### config.mk
export PLATFORM = sky130hd
export DESIGN_NAME = iomem_initiator
export DESIGN_NICKNAME = d
export VERILOG_FILES = /design/src/rtl/iomem_initiator.sv
export SDC_FILE = /design/constraint.sdc
export NUM_CORES = 1
export LEC_CHECK = 0
export BUFFER_PORTS_ARGS = -buffer_cell sky130_fd_sc_hd__buf_2
export CAP_MARGIN = 10
export CELL_PAD_IN_SITES_DETAIL_PLACEMENT = 0
export CELL_PAD_IN_SITES_GLOBAL_PLACEMENT = 1
export CORE_MARGIN = 5
export CORE_UTILIZATION = 37
export DETAILED_ROUTE_END_ITERATION = 16
export HOLD_SLACK_MARGIN = 0.1
export PLACE_DENSITY_LB_ADDON = 0.1
export SYNTH_ARGS = -nofsm -noshare
export SYNTH_HDL_FRONTEND = slang
export SYNTH_SLANG_ARGS = --single-unit
### constraint.sdc
create_clock -name clk100 -period 5.85 [get_ports clk100]
set_clock_uncertainty 0.1 [all_clocks]
set_input_delay 0.2925 -clock clk100 [delete_from_list [all_inputs] [get_ports clk100]]
set_output_delay 0.2925 -clock clk100 [all_outputs]
set_load 0.05 [all_outputs]
### src/rtl/iomem_initiator.sv
// PicoSoC iomem bus master: turns one accepted command into one iomem transfer and
// returns captured read data, or an error word when the responder never answers.
module iomem_initiator #(
    parameter int unsigned TIMEOUT_CYCLES = 255,
    parameter logic [31:0] ERR_RDATA      = 32'hFFFF_FFFF
) (
    input  logic        clk100,
    input  logic        resetn,
    input  logic        cmd_valid,
    output logic        cmd_ready,
    input  logic        cmd_we,
    input  logic [31:0] cmd_addr,
    input  logic [31:0] cmd_wdata,
    input  logic [3:0]  cmd_wstrb,
    output logic        iomem_valid,
    input  logic        iomem_ready,
    output logic [3:0]  iomem_wstrb,
    output logic [31:0] iomem_addr,
    output logic [31:0] iomem_wdata,
    input  logic [31:0] iomem_rdata,
    output logic        rsp_valid,
    input  logic        rsp_ready,
    output logic [31:0] rsp_rdata,
    output logic        rsp_err,
    output logic [15:0] txn_count,
    output logic [7:0]  tmo_count
);

    typedef enum logic [1:0] {
        ST_IDLE = 2'd0,
        ST_REQ  = 2'd1,
        ST_RSP  = 2'd2
    } state_e;

    localparam logic [15:0] TMO_LAST = 16'(TIMEOUT_CYCLES - 1);

    state_e      state_q, state_d;
    logic [31:0] addr_q,  addr_d;
    logic [31:0] wdata_q, wdata_d;
    logic [3:0]  wstrb_q, wstrb_d;
    logic [15:0] timer_q, timer_d;
    logic [31:0] rdata_q, rdata_d;
    logic        err_q,   err_d;
    logic [15:0] txn_q,   txn_d;
    logic [7:0]  tmo_q,   tmo_d;

    // Next-state and datapath updates for the IDLE -> REQ -> RSP transfer sequence
    always_comb begin
        state_d = state_q;
        addr_d  = addr_q;
        wdata_d = wdata_q;
        wstrb_d = wstrb_q;
        timer_d = timer_q;
        rdata_d = rdata_q;
        err_d   = err_q;
        txn_d   = txn_q;
        tmo_d   = tmo_q;
        case (state_q)
            ST_IDLE: begin
                if (cmd_valid) begin
                    addr_d  = cmd_addr;
                    wdata_d = cmd_wdata;
                    // Reads never drive byte enables, whatever the command carried
                    wstrb_d = cmd_we ? cmd_wstrb : 4'b0000;
                    timer_d = 16'd0;
                    state_d = ST_REQ;
                end else begin
                    state_d = ST_IDLE;
                end
            end
            ST_REQ: begin
                // A ready arriving on the last allowed cycle still counts as success
                if (iomem_ready) begin
                    rdata_d = iomem_rdata;
                    err_d   = 1'b0;
                    txn_d   = txn_q + 16'd1;
                    state_d = ST_RSP;
                end else if (timer_q == TMO_LAST) begin
                    rdata_d = ERR_RDATA;
                    err_d   = 1'b1;
                    tmo_d   = (tmo_q == 8'hFF) ? tmo_q : tmo_q + 8'd1;
                    state_d = ST_RSP;
                end else begin
                    timer_d = timer_q + 16'd1;
                    state_d = ST_REQ;
                end
            end
            ST_RSP: begin
                if (rsp_ready) begin
                    state_d = ST_IDLE;
                end else begin
                    state_d = ST_RSP;
                end
            end
            default: begin
                state_d = ST_IDLE;
            end
        endcase
    end

    // State and datapath registers, synchronous active-low reset
    always_ff @(posedge clk100) begin
        if (!resetn) begin
            state_q <= ST_IDLE;
            addr_q  <= 32'd0;
            wdata_q <= 32'd0;
            wstrb_q <= 4'd0;
            timer_q <= 16'd0;
            rdata_q <= 32'd0;
            err_q   <= 1'b0;
            txn_q   <= 16'd0;
            tmo_q   <= 8'd0;
        end else begin
            state_q <= state_d;
            addr_q  <= addr_d;
            wdata_q <= wdata_d;
            wstrb_q <= wstrb_d;
            timer_q <= timer_d;
            rdata_q <= rdata_d;
            err_q   <= err_d;
            txn_q   <= txn_d;
            tmo_q   <= tmo_d;
        end
    end

    assign cmd_ready   = (state_q == ST_IDLE);
    assign iomem_valid = (state_q == ST_REQ);
    assign rsp_valid   = (state_q == ST_RSP);
    assign iomem_addr  = addr_q;
    assign iomem_wdata = wdata_q;
    assign iomem_wstrb = wstrb_q;
    assign rsp_rdata   = rdata_q;
    assign rsp_err     = err_q;
    assign txn_count   = txn_q;
    assign tmo_count   = tmo_q;

endmodule

After elaboration in Yosys (flattened, before gate mapping)
Cells that the tools add are included.
{"block": "word_totals", "register_bits": 143, "wordCells": 43}
{"block": "op_classes", "bitwise": 2, "add_sub_neg": 3, "n_mux": 14, "reduce_logical": 8, "n_eq_ne": 7}
{"cell": "2-to-1 mux 32 bit", "count": 2}
{"cell": "2-to-1 mux 16 bit", "count": 3}
{"cell": "adder 16 x 1 -> 16 bit, second input constant", "count": 2}
{"cell": "case mux 16 bit (2 select lines)", "count": 1}
{"cell": "equality test 16 x 8 -> 1 bit, second input constant", "count": 1}
{"cell": "adder 8 x 1 -> 8 bit, second input constant", "count": 1}
{"cell": "equality test 8 bit, second input constant", "count": 1}
{"cell": "AND reduction 4 bit", "count": 2}
{"cell": "2-to-1 mux 2 bit", "count": 3}
{"cell": "!= test 2 bit, second input constant", "count": 3}
{"cell": "case mux 2 bit (3 select lines)", "count": 1}
{"cell": "AND reduction 2 bit", "count": 3}
{"cell": "2-to-1 mux 4 bit", "count": 1}
{"cell": "nonzero test 2 bit", "count": 2}
{"cell": "2-to-1 mux 1 bit", "count": 3}
{"cell": "equality test 2 x 1 -> 1 bit, second input constant", "count": 1}
{"cell": "equality test 2 bit, second input constant", "count": 1}
{"cell": "logical NOT 2 bit", "count": 1}
{"cell": "inverter 1 bit", "count": 2}

Logic depth before layout (Yosys ltp)
Gate-level depths: netlist of run 1.
{"block": "depth", "depth_word": 4, "ltp_mapped": 8}

Least setup slack after synthesis of run 1
No wires, ideal clock.
{"block": "synth_timing", "kind": "reg2reg", "start": "register txn_q[0], in the netlist txn_count[0]", "end": "register txn_q[12], in the netlist txn_count[12]", "setup_time_ns": 0.070, "stages_incl_launch_ff": 6, "t_arrival_ns": 2.023, "slack_ns": 3.657, "t_required_ns": 5.680, "cell_sequence": "dfxtp_1 -> ha_1 -> and4b_1 -> nand4_1 -> or4_1 -> a21oi_1"}
{"block": "synth_between", "elab_chain_cells": 1}
{"item": "from (decl)", "line_no": "44", "text": "logic [15:0] txn_q, txn_d;"}
{"item": "from (signal assigned)", "line_no": "121", "text": "txn_q <= txn_d;"}
{"item": "adder 16 x 1 -> 16 bit", "line_no": "76", "text": "txn_d = txn_q + 16'd1;"}
Every way passes these cells.
A chain may end at the register's enable or synchronous reset.

Worst setup path in the final report of run 1
{"block": "layout_timing", "start": "register timer_q[6]", "end": "register tmo_q[2], in the netlist tmo_count[2]"}
{"block": "layout_between", "elab_chain_cells": 2}
{"item": "from (decl)", "line_no": "41", "text": "logic [15:0] timer_q, timer_d;"}
{"item": "from (signal assigned)", "line_no": "118", "text": "timer_q <= timer_d;"}
{"item": "equality test 16 x 8 -> 1 bit", "line_no": "78", "text": "end else if (timer_q == TMO_LAST) begin"}
{"item": "AND reduction 4 bit (no line)"}
{"item": "to (signal assigned)", "line_no": "122", "text": "tmo_q <= tmo_d;"}
{"item": "to (decl)", "line_no": "45", "text": "logic [7:0] tmo_q, tmo_d;"}
Every way passes these cells.

==> impl_metrics.toml, run 1 <==
[status]
outcome = "completed"

[timing]
drv_slew = 0
setup_violations = 0
worstMarginPinSlew_ns = 1.14
min_period_ns = 2.72
tns_ns = 0
hold-worst-slack_ns = 0.126
finalHoldViolations = 0
finalCritPeriodShare_pct = 46.5
relSlewSlack_pct = 24.1
fmax_mhz = 368
rsz0062_at_grt = "no"

[setup_path]
crit_fanout = 24
crit_required_ns = 6.09
critPathCaptureType = "flop"
crit_path_start_kind = "flop"
worstPathArrival_ns = 2.96
crit_type = "flop to flop"

[pwr]
power_density_nw_per_um2 = 306
p_leak_nw = 3.71
ir_drop_mv = 0.192
fin_total_pwr_mw = 2.60

[logic_synthesis]
ys_seq_area_share_pct = 51.1
syn-cell-area_um2 = 5600
ys_warn_count = 0
synth_top_area_share_pct = 51.1
synth.avg_cell_area_um2 = 8.73
async_flop_share_pct = 0
postSynthCellCount = 641
ys_top_cells_by_area = "dfxtp_1, nand2_1, a21oi_1, o221a_2, clkbuf_1"
postSynthRegisterBits = 143
syn_nets = 751
synth.distinct_cells = 52
synth_edf_count = 0
synth_flop_cell = "dfxtp_1"
yosysTopAreaCell = "dfxtp_1"

[clock_network]
cts_buffers = 17
clockBufferDepth = 2
path_clk_slew_ns = 0.06
clock-root-buffer = "clkbuf_16"
clock-sinks = 143
cts_tree = "yes"
h-tree-depth = 4
cts_setup_buffers = 0
clk_latency_ns = 0.42

[place]
port_buffers = 233
dp_hpwl_um = 11400
dp_cells = 1018
gp_congestion = 0.836

[global_route]
grt_use_total_pct = 20.1
grt_pass1_vias = 5928
grt_max_degree = 70
antenna_found_initial = 0
grt_pass1_wl_um = 29200
grt.overflow.total = 0

[final_layout]
fin_util_pct = 56.5
final_cells = 1153
regArea_um2 = 2860
mostFrequentLayoutCell = "buf_2"
drive_gt1_share_pct = 31.6
layout_common_cells = "buf_2, nand2_1, dfxtp_1"
diodes = 0
fin_nets = 1063
fillCellCount = 1338
syn_to_final_growth_pct = 51.8
multiInputGateArea_um2 = 2520

[routing]
detail-route-antenna-nets = 0
drt_pass1_iterations = 5
drt_iter0_markers = 272
wl_per_cell_um = 15.9
wirelength_um = 18300
vias = 5966
post-route-drc-count = 0
via_per_inst = 5.17

[floorplanning]
die_y_um = 133
rows = 45
fp.dieW_um = 133
start_util_pct = 37.2
die_area_um2 = 17700
io_pins = 234
core-area_um2 = 15000

[worst_hold_path]
hold_class = "input pin to flop"

[job]
drv_cap = 0
==> layer usage <==
layer / GRT usage [%] / routed length (um)
met1: 23.4 / 7600
met2: 34.1 / 8880
met3: 6.24 / 1520
met4: 8.26 / 327
met5: 0 / 0
==> cell families after synthesis <==
group                      count (synthesis)  share of synthesized area (%)
and+or+nand+nor                          260                           21.8
AOI/OAI and AO/OA                        166                           20.4
DFF                                      143                           51.1
buffers and inverters                     57                           3.98
xor gates and xnor gates                   8                           1.25
adders and majority gates                  4                          0.894
muxes                                      3                          0.536
==> state kept, by name (all words and copies together) (netlist names) <==
register / count
tmo_count: 8
state_q: 2
timer_q: 16
iomem_wstrb: 4
iomem_wdata: 32
rsp_rdata: 32
iomem_addr: 32
rsp_err: 1
txn_count: 16
==> critical path, stage by stage (launching register included) <==
cell and delay (ns):
dfxtp_1 0.43, and4_1 0.37, nand4_1 0.81, or4_1 0.78
a21oi_1 0.16
==> per-stage QoR <==
stage                     setup slack (ns)  cell area [um2]
after floorplan                       3.66             5600
after global placement                3.23             6850
after detailed placement              3.20             6850
after CTS                             3.18             8500
after global routing                  2.93             8500
final                                 3.13             8500
==> worst paths after layout <==
path	start	endpoint	slack, ns	cells past startpoint
worst min register to register	iomem_addr[7]$_SDFFE_PN0N_	iomem_addr[7]$_SDFFE_PN0N_	0.35	2
worst max-delay path	timer_q[6]$_SDFFE_PN0P_	tmo_count[2]$_SDFFE_PN0P_	3.13	4
worst max register to register	timer_q[6]$_SDFFE_PN0P_	tmo_count[2]$_SDFFE_PN0P_	3.13	4
worst min-delay path	rsp_ready	state_q[1]$_SDFF_PN0_	0.13	3
==> cells in the mapped netlist, types with 5 or more instances <==
library cell / count
o31ai_1: 8
or4_1: 9
o221a_2: 32
nor3_1: 6
inv_1: 9
xnor2_1: 5
buf_2: 6
dfxtp_1: 143
o21ai_0: 8
clkbuf_1: 37
nand4_1: 14
nand2_1: 155
a21oi_1: 91
or3_1: 9
nand3_1: 21
o221ai_1: 5
and4_1: 7
nor2_1: 15
==> what timing repair did <==
action | 4_1_cts | 5_1_grt
hold buffers | 104 | 0
gates resized for setup | 0 | 0
endpoints found under the hold margin | 100 | 0
==> layout make-up <==
cell class,instances,area share [%]
clock inverters,12,1.97
clock buffers,19,5.21
flip-flops and latches,143,33.7
repair buffers,341,26.3
well taps,188,2.77
multi-input cells,441,29.6
inverters,9,0.398
==> where the power goes <==
group	total [mW]	internal (mW)	switching (mW)
clock	1.13	0.717	0.408
combinational	0.435	0.141	0.294
sequential	1.04	1.02	0.0243
total	2.60	1.88	0.726
Note: power is estimated with default switching activity, not from simulation.
==> inputs of run 2 (changes only) <==
--- a/config.mk
+++ b/config.mk
@@ -10,7 +10,7 @@
 export CELL_PAD_IN_SITES_DETAIL_PLACEMENT = 0
 export CELL_PAD_IN_SITES_GLOBAL_PLACEMENT = 1
 export CORE_MARGIN = 5
-export CORE_UTILIZATION = 37
+export CORE_UTILIZATION = 31
 export DETAILED_ROUTE_END_ITERATION = 16
 export HOLD_SLACK_MARGIN = 0.1
 export PLACE_DENSITY_LB_ADDON = 0.1
==> constraint.sdc (replaced) <==
create_clock -name clk100 -period 2.45 [get_ports clk100]
set_clock_uncertainty 0.1 [all_clocks]
set_input_delay 0.1225 -clock clk100 [delete_from_list [all_inputs] [get_ports clk100]]
set_output_delay 0.1225 -clock clk100 [all_outputs]
set_load 0.05 [all_outputs]
==> impl_metrics.toml, run 2 (same netlist as run 1, synthesis figures left out) <==
[timing]
relSlewSlack_pct = 55.3
tns_ns = 0
setup_violations = 0
worstMarginPinSlew_ns = 0.664
finalHoldViolations = 0
drv_slew = 0
min_period_ns = 2.07
fmax_mhz = 483
rsz0062_at_grt = "no"
finalCritPeriodShare_pct = 84.6
hold-worst-slack_ns = 0.108

[pwr]
pwr-share-seq_pct = 39.4
p_sw_share_pct = 28.0
p_sw_mw = 1.77
power_density_nw_per_um2 = 725
ir_drop_mv = 0.464
power_frac_comb_pct = 16.8
clock_power_share_pct = 43.8
fin_total_pwr_mw = 6.33
p_leak_nw = 3.80
intPower_mw = 4.56

[setup_path]
crit_fanout = 15
crit_required_ns = 2.70
crit_type = "flop to flop"
worstPathArrival_ns = 2.32
critPathCaptureType = "flop"
crit_path_start_kind = "flop"

[clock_network]
cts_tree = "yes"
cts_resized = 0
h-tree-depth = 4
clock-root-buffer = "clkbuf_16"
clock-sinks = 143
clk_latency_ns = 0.41
cts_buffers = 17
clockBufferDepth = 2
path_clk_slew_ns = 0.06

[routing]
via_per_inst = 4.93
post-route-drc-count = 0
vias = 5973
wl_per_cell_um = 14.9
drt_pass1_iterations = 4
drt_iter0_markers = 312
wirelength_um = 18100
detail-route-antenna-nets = 0

[final_layout]
syn_to_final_growth_pct = 55.8
drive_gt1_share_pct = 32.7
fin_util_pct = 48.7
diodes = 0
mostFrequentLayoutCell = "buf_2"
fin_nets = 1080
layout_common_cells = "buf_2, nand2_1, dfxtp_1"

[floorplanning]
core-area_um2 = 17900
start_util_pct = 31.3
io_pins = 234
fp.dieW_um = 144
die_y_um = 144
rows = 49
die_area_um2 = 20800

[worst_hold_path]
hold_class = "input pin to flop"

[status]
outcome = "completed"

[place]
port_buffers = 233
dp_hpwl_um = 12000
gp_congestion = 0.823

[global_route]
grt_max_degree = 70
grt.overflow.total = 0
grt_pass1_wl_um = 28900
grt_use_total_pct = 17.0
grt_pass1_vias = 5941
antenna_found_initial = 0

[job]
drv_cap = 0
[run 2: final timing paths]
kind | from | to | slack, ns | depth (start not counted)
worst max-delay path | state_q[0]$_SDFF_PN0_ | tmo_count[4]$_SDFFE_PN0P_ | 0.38 | 4
worst min-delay path | cmd_valid | state_q[0]$_SDFF_PN0_ | 0.11 | 3
worst max register to register | state_q[0]$_SDFF_PN0_ | tmo_count[4]$_SDFFE_PN0P_ | 0.38 | 4
worst min register to register | iomem_wdata[14]$_SDFFE_PN0N_ | iomem_wdata[14]$_SDFFE_PN0N_ | 0.35 | 2
[run 2: power groups by stage]
| stage | combinational, mW | clock [mW] | sequential, mW |
|---|---|---|---|
| 5_1_grt | 1.14 | 2.97 | 2.50 |
| 3_3_place_gp | 0.929 | 0 | 2.54 |
| 4_1_cts | 1.07 | 2.86 | 2.49 |
| 2_1_floorplan | 0.272 | 0 | 2.90 |
| 3_5_place_dp | 0.934 | 0 | 2.54 |
| 6_report | 1.06 | 2.77 | 2.49 |
[run 2: cell type report]
cell class	count	area (um2)
sequential	143	2860
tap	229	287
multi-input combinational	441	2520
timing repair buffer	358	2380
clock buffer	19	453
inverter	9	33.8
clock inverter	13	186
fill	1715	9180
[run 2: critical path, stage by stage, from the launching register on]
cell	delay, ns
dfxtp_1	0.46
or3b_1	0.40
a41o_1	0.37
or4_1	0.51
a21oi_1	0.16
[run 2: through the flow]
step                cell area (um2)  std cells  setup WS (ns)
floorplan                      5600        641          0.257
global placement               7020       1073          0.450
CTS                            8730       1212          0.359
detailed placement             7020       1073          0.371
finish                         8730       1212          0.378
global route                   8730       1212          0.217
[run 2: timing repair]
action / 4_1_cts / 5_1_grt
setup buffers: 0 / 0
hold endpoints to repair: 107 / 0
hold buffers: 107 / 0
[run 2: per-layer routing]
metal	GRT usage [%]	wire, um	vias to the layer above
met1	20.6	7770	2806
met5	0	0	-
li1	-	-	2956
met2	28.5	8590	196
met4	4.76	167	0
met3	6.35	1580	15
